`config.mk`:
```
export PLATFORM = sky130hd
export DESIGN_NAME = mul_seq_ctrl
export DESIGN_NICKNAME = d
export VERILOG_FILES = /design/src/rtl/mul_seq_ctrl.sv
export SDC_FILE = /design/constraint.sdc
export NUM_CORES = 1
export LEC_CHECK = 0
export CORE_MARGIN = 5
export CORE_UTILIZATION = 54
export DETAILED_ROUTE_END_ITERATION = 16
export PLACE_DENSITY = 0.79
export SLEW_MARGIN = 20
export SYNTH_ARGS = -nofsm -noshare
export SYNTH_HDL_FRONTEND = slang
export SYNTH_SLANG_ARGS = --single-unit
```
`constraint.sdc`:
```
create_clock -name clk -period 3.8 [get_ports clk]
set_input_delay 1.14 -clock clk [delete_from_list [all_inputs] [get_ports clk]]
set_output_delay 1.14 -clock clk [all_outputs]
set_load 0.005 [all_outputs]
```
`src/rtl/mul_seq_ctrl.sv`:
```
// Sequential shift-add multiplier controller for the EX stage.
// One multiplier bit per cycle for exactly WIDTH cycles; freezes the front end while it runs.
module mul_seq_ctrl #(
  parameter int WIDTH = 32
) (
  input  logic             clk,
  input  logic             reset,
  input  logic             start,
  input  logic             set_s,
  input  logic             flush,
  input  logic [WIDTH-1:0] val_rn,
  input  logic [WIDTH-1:0] val_rm,
  output logic             freeze,
  output logic             busy,
  output logic             done,
  output logic [WIDTH-1:0] result,
  output logic             status_we,
  output logic [3:0]       status
);

  localparam int CW = (WIDTH > 1) ? $clog2(WIDTH) : 1;

  typedef enum logic [1:0] {IDLE, RUN, DONE} state_t;

  state_t           state, state_nxt;
  logic [WIDTH-1:0] mcand, mplier, acc, acc_sum;
  logic [CW-1:0]    cnt;
  logic             s_q;
  logic             accept, last;

  // NOTE: every always_comb output gets a default first so no path leaves it unassigned (no latch).
  always_comb begin
    accept    = start && !flush && (state == IDLE || state == DONE);
    last      = (state == RUN) && (cnt == CW'(WIDTH - 1));
    acc_sum   = mplier[0] ? acc + mcand : acc;
    busy      = (state == RUN);
    done      = (state == DONE);
    status_we = done && s_q;
    freeze    = accept || busy;
    state_nxt = state;
    if (flush) begin
      state_nxt = IDLE;
    end else begin
      unique case (state)
        IDLE:    if (accept) state_nxt = RUN;
        RUN:     if (last)   state_nxt = DONE;
        DONE:    state_nxt = accept ? RUN : IDLE;
        default: state_nxt = IDLE;
      endcase
    end
  end

  // NOTE: sequential state uses non-blocking assignments so all registers update together on the edge.
  always_ff @(posedge clk) begin
    if (reset) state <= IDLE;
    else       state <= state_nxt;
  end

  always_ff @(posedge clk) begin
    if (reset) begin
      mcand  <= '0;
      mplier <= '0;
      acc    <= '0;
      cnt    <= '0;
      s_q    <= 1'b0;
      result <= '0;
      status <= 4'b0000;
    end else if (accept) begin
      mcand  <= val_rn;
      mplier <= val_rm;
      acc    <= '0;
      cnt    <= '0;
      s_q    <= set_s;
    end else if (state == RUN && !flush) begin
      acc    <= acc_sum;
      mcand  <= mcand << 1;
      mplier <= mplier >> 1;
      cnt    <= cnt + CW'(1);
      // The final add is folded into result directly so DONE sees it without an extra cycle.
      if (last) begin
        result <= acc_sum;
        if (s_q) status <= {2'b00, acc_sum[WIDTH-1], (acc_sum == '0)};
      end
    end
  end

endmodule

```
==> results.ini, run 1 <==
[final_layout]
antenna_cells = 0
final_common_cell = dfxtp_1
drive_gt1_frac = 0.0720
register_area_um2 = 2760
fill_cells = 1217
fin_nets = 1105
area_growth_pct = 22.4
multi_input_area_um2 = 4540
fin_area_um2 = 9370
mostFrequentLayoutCells = dfxtp_1 (137), nand2_1 (121), a21oi_1 (104), clkdlybuf4s50_1 (104), nor2_1 (98)

[die]
fp.dieH_um = 129
io_pins = 109
rows = 43
die_area_um2 = 16700
core-area_um2 = 13900
initial_core_util = 0.551
die_x_um = 129

[detailed_routing]
drc = 0
wl_per_cell_um = 17.2
final_antenna_net_count = 0
firstDrtPassIters = 5
drt-total-wl_um = 20600
dr_total_vias = 7288
vias_per_cell = 6.10
drt_iter0_drc = 543

[cts]
cts_tree = done
path_clk_slew_ns = 0.06
clkSinkCount = 138
cts_hold_buf = 0
root_buffer = clkbuf_16
cts_buffer_depth = 2
cts_resized = 0
cts_htree_levels = 4
postCtsSetupRepairBufs = 0
clock_latency_ns = 0.43
numCtsBuffers = 17

[global_routing]
grt_use_total = 0.246
antenna_found_initial = 0
first_global_vias = 6822
grt_start_max_net_pins = 96
grt_pass1_wl_um = 33300
grt-ovfl-total = 0

[synth]
ys.flop_type = dfxtp_1
synth-seq-cells = 138
yosys_warnings = 0
post_synth.cell_area_avg_um2 = 8.17
syn_inst = 937
yosysSeqAreaShare = 0.361
async_flop_share = 0
synthesis.area_um2 = 7650
synth-edff-count = 0
yosysUniqueCellTypes = 89

[setup_path]
critPathArrivalTime_ns = 2.27
crit_fanout = 2
r2r_start = mcand[0]
startpoint_type = input port
crit_type = in -> out
rrSetupSlack_ns = 0.50
endpoint_kind = output port
timing.rr.end = status[0]
worstPathRequired_ns = 2.66
ff2ff_path_depth = 11

[timing]
setup_viol = 0
slew_violations = 0
fin_crit_ns = 3.41
rsz0062_at_grt = false
fmax_mhz = 293
tns_ns = 0
skew_ns = 0.0114
worst_pin_slew_ns = 0.901
hold_violations = 0
slew_headroom = 0.399
fin_crit_sh = 0.898

[outcome]
status = complete, no violations

[power]
powerDensity_nw_per_um2 = 388
ir_drop_uv = 409
power_leakage_nw = 3.30
total_power_w = 0.00364

[min_path]
min_path_type = reg -> reg
min_to = mplier[5]
min_path_cells = 2
min-delay-start = mplier[5]

[placement]
placed_cell_area_um2 = 8740
port_buffers = 106
dp_hpwl_um = 14200
gp_congestion = 0.955

[flow_run]
drv_cap = 0

==> layer usage <==
layer | vias up | global-route usage | part of all wire
li1 | 3608 | - | -
met1 | 3445 | 0.326 | 0.46
met2 | 208 | 0.402 | 0.46
met3 | 27 | 0.0594 | 0.062
met4 | 0 | 0.0723 | 0.017
met5 | - | 0 | 0
==> where the power goes <==
part | total [W] | switching, W | internal, W | leakage, nW
Clock | 0.00177 | 0.000639 | 0.00113 | 0.298
Combinational | 0.000349 | 0.000193 | 0.000156 | 1.88
Sequential | 0.00152 | 0.0000323 | 0.00149 | 1.12
==> per-stage QoR <==
step                      cells  hold slack, ns  worst slack [ns]  utilization
after floorplan             938           0.436             0.866            -
after global placement     1163           0.442            0.0237        0.630
final                      1194           0.452             0.389        0.675
after CTS                  1194           0.455           0.00802        0.675
after detailed placement   1163           0.447            0.0235        0.630
after global routing       1194           0.468             0.210        0.675
==> area by class of cell <==
cell class                      instances  area share
Clock inverter                         11      0.0182
Inverter                                9     0.00361
Multi-Input combinational cell        718       0.485
Tap cell                              180      0.0240
Clock buffer                           20      0.0488
Sequential cell                       138       0.295
Timing Repair Buffer                  118       0.126
==> worst max-delay path by stage <==
stage,depth (start not counted),slack (ns),to,startpoint
floorplan,11,0.87,acc[28],mcand[0]
global placement,4,0.02,freeze,start
detailed placement,4,0.02,freeze,start
CTS,4,0.008,freeze,start
global route,11,0.21,status[0],mcand[0]
finish,4,0.39,freeze,start
==> worst max-delay path: stages <==
cell and delay, ns:
clkdlybuf4s50_1 0.47, or3b_2 0.46, nand2_1 0.08, dlymetal6s2s_1 0.13
==> sequential cells by signal (all words and copies together), names as in the netlist <==
register,count
acc,32
s_q,1
state,2
mcand,32
mplier,32
result,32
status,2
cnt,5
==> cell usage after synthesis (all sizes together), types with 3 or more instances <==
master,instances,area share
nand4,13,0.011
clkbuf,49,0.026
a211o,4,0.0047
xnor2,6,0.0069
o21bai,5,0.0049
a31oi,5,0.0060
mux2i,13,0.017
o31ai,5,0.0049
and3,8,0.0067
nand3,14,0.0092
nor2b,4,0.0033
nand2b,7,0.0057
dfxtp,138,0.36
nand2,121,0.059
a21o,8,0.0080
a221o,3,0.0041
nor3,16,0.010
or4,3,0.0034
o21ai,20,0.013
buf,24,0.020
xor2,8,0.0092
a221oi,5,0.0065
nor4,6,0.0057
nor2,100,0.049
o21a,11,0.011
a22oi,65,0.064
o211ai,7,0.0082
a311oi,3,0.0034
a21oi,105,0.070
ha,33,0.054
inv,9,0.0044
nor3b,4,0.0039
or3,5,0.0043
o211a,3,0.0039
o221ai,3,0.0034
a211oi,61,0.061
==> kinds of logic after synthesis <==
logic type / share of synthesized area
adder cells (fa/ha/maj): 0.0566
multiplexers: 0.0199
flip-flops: 0.361
other: 0.000490
AO/OA/AOI/OAI: 0.302
XOR/XNOR: 0.0160
buffers and inverters: 0.0507
AND/OR/NAND/NOR: 0.193
No activity file was read; power rests on OpenSTA's default activity.
==> run 2, diff against run 1 <==
Settings changed: CORE_MARGIN 5 to 2.
==> run 2 against run 1 <==
Against the previous run:
- maximum frequency down 8.0%
- first-iteration DRC count up 0.92%
- sequential share of layout area up 0.14 points
- critical path depth unchanged
- register-to-register slack worse by 0.02 ns
- power down 2.5%
- clock power down 5%
- global-route usage up 2.7 points
- worst hold slack better by 0.0013 ns
- critical path type unchanged
- largest cell class unchanged
- largest power group unchanged
==> results.ini, run 2 (synthesis gave the netlist of run 1 again) <==
[cts]
root_buffer = clkbuf_16
numCtsBuffers = 17
cts_tree = done
clock_latency_ns = 0.43
cts_resized = 1
clkSinkCount = 138
cts_htree_levels = 4
cts_hold_buf = 0
path_clk_slew_ns = 0.06
cts_buffer_depth = 2
postCtsSetupRepairBufs = 0

[setup_path]
crit_path_max_incr_delay_ns = 0.50
cpMostUsedCell = clkdlybuf4s50_1
startpoint_type = input port
path_delay_family = buffers and inverters
crit_fanout = 2
rrSetupSlack_ns = 0.48
endpoint_kind = output port
worstPathRequired_ns = 2.66
timing.rr.end = status[0]
ff2ff_path_depth = 11
path_buf_inv = 2
r2r_start = mcand[0]
crit_type = in -> out
critPathArrivalTime_ns = 2.57
path_cells = clkdlybuf4s50_1, or3b_4, nand2_1, clkdlybuf4s50_1
cp_slowest_cell = clkdlybuf4s50_1
cp-startpoint = start

[power]
total_power_w = 0.00354
powerDensity_nw_per_um2 = 380
power_leakage_nw = 3.27
ir_drop_uv = 309

[final_layout]
drive_gt1_frac = 0.0711
fill_cells = 1149
fin_nets = 1103
area_growth_pct = 21.8
final_common_cell = dfxtp_1
antenna_cells = 0
register_area_um2 = 2760
mostFrequentLayoutCells = dfxtp_1 (137), nand2_1 (121), clkdlybuf4s50_1 (105)
fin_area_um2 = 9320
finish.utilization = 0.672
multi_input_area_um2 = 4540

[die]
fp.dieH_um = 123
initial_core_util = 0.551
die_area_um2 = 15100
die_x_um = 123
io_pins = 109
core-area_um2 = 13900
rows = 43

[timing]
hold_ws_ns = 0.453
fmax_mhz = 270
slew_headroom = 0.334
tns_ns = 0
hold_violations = 0
fin_crit_sh = 0.976
slew_violations = 0
fin_crit_ns = 3.71
rsz0062_at_grt = false
setup_viol = 0
skew_ns = 0.00894
worst_pin_slew_ns = 0.999

[outcome]
status = complete, no violations

[placement]
port_buffers = 106
placed_cell_area_um2 = 8720
gp_congestion = 0.967
dp_hpwl_um = 13700

[min_path]
min_path_type = reg -> reg
min_path_cells = 2
min_to = mplier[11]
min-delay-start = mplier[11]

[flow_run]
drv_cap = 0

[detailed_routing]
vias_per_cell = 6.09
drt-total-wl_um = 20300
wl_met1_um = 9360
wl_met2_um = 9290
routed-wl-met3_um = 1290
highest_layer = met4
wl_per_cell_um = 17.0
dr_total_vias = 7266
firstDrtPassIters = 5
final_antenna_net_count = 0
drt_iter0_drc = 548
drc = 0

[global_routing]
grt_start_max_net_pins = 94
grt_pass1_wl_um = 32900
grt-ovfl-total = 0
grt_use_total = 0.273
antenna_found_initial = 0
first_global_vias = 6684

-- run 2: changes by cell type in the layout (fill, tap and decap cells not counted), sizes merged --
cell / before / now
inv: 9 / 12
buf: 13 / 11
bufinv: 4 / 2
clkdlybuf4s50: 104 / 105
dlymetal6s2s: 1 / 0
-- run 2: tightest hold or removal path, cell delays in order (launching register included) --
cell,delay (ns)
dfxtp_1,0.31
nand2_1,0.05
a21oi_1,0.05
-- run 2: cell type report --
| class | count | area share |
|---|---|---|
| Clock inverter | 12 | 0.0150 |
| Tap cell | 180 | 0.0242 |
| Multi-Input combinational cell | 718 | 0.487 |
| Inverter | 9 | 0.00362 |
| Clock buffer | 20 | 0.0490 |
| Timing Repair Buffer | 116 | 0.124 |
| Sequential cell | 138 | 0.296 |
-- run 2: worst max path at each step --
stage,end,depth (start not counted)
after detailed placement,freeze,4
after global routing,freeze,4
after CTS,freeze,4
after floorplan,acc[28],11
final,freeze,4
after global placement,freeze,4
-- run 2: layer usage --
| metal | track usage | up-vias |
|---|---|---|
| li1 | - | 3600 |
| met1 | 0.372 | 3378 |
| met2 | 0.423 | 254 |
| met3 | 0.0673 | 34 |
| met4 | 0.0959 | 0 |
| met5 | 0 | - |
-- run 2: power breakdown --
part	total, W	internal [W]	leakage (nW)	switching [W]
Sequential	0.00152	0.00149	1.12	0.0000339
Clock	0.00168	0.00101	0.284	0.000667
Combinational	0.000348	0.000155	1.86	0.000193
-- run 2: stage by stage --
step                setup slack [ns]  std cells
floorplan                      0.866        938
global placement              0.0241       1161
detailed placement           0.00283       1161
CTS                           0.0850       1193
global route                  0.0410       1193
finish                        0.0926       1193
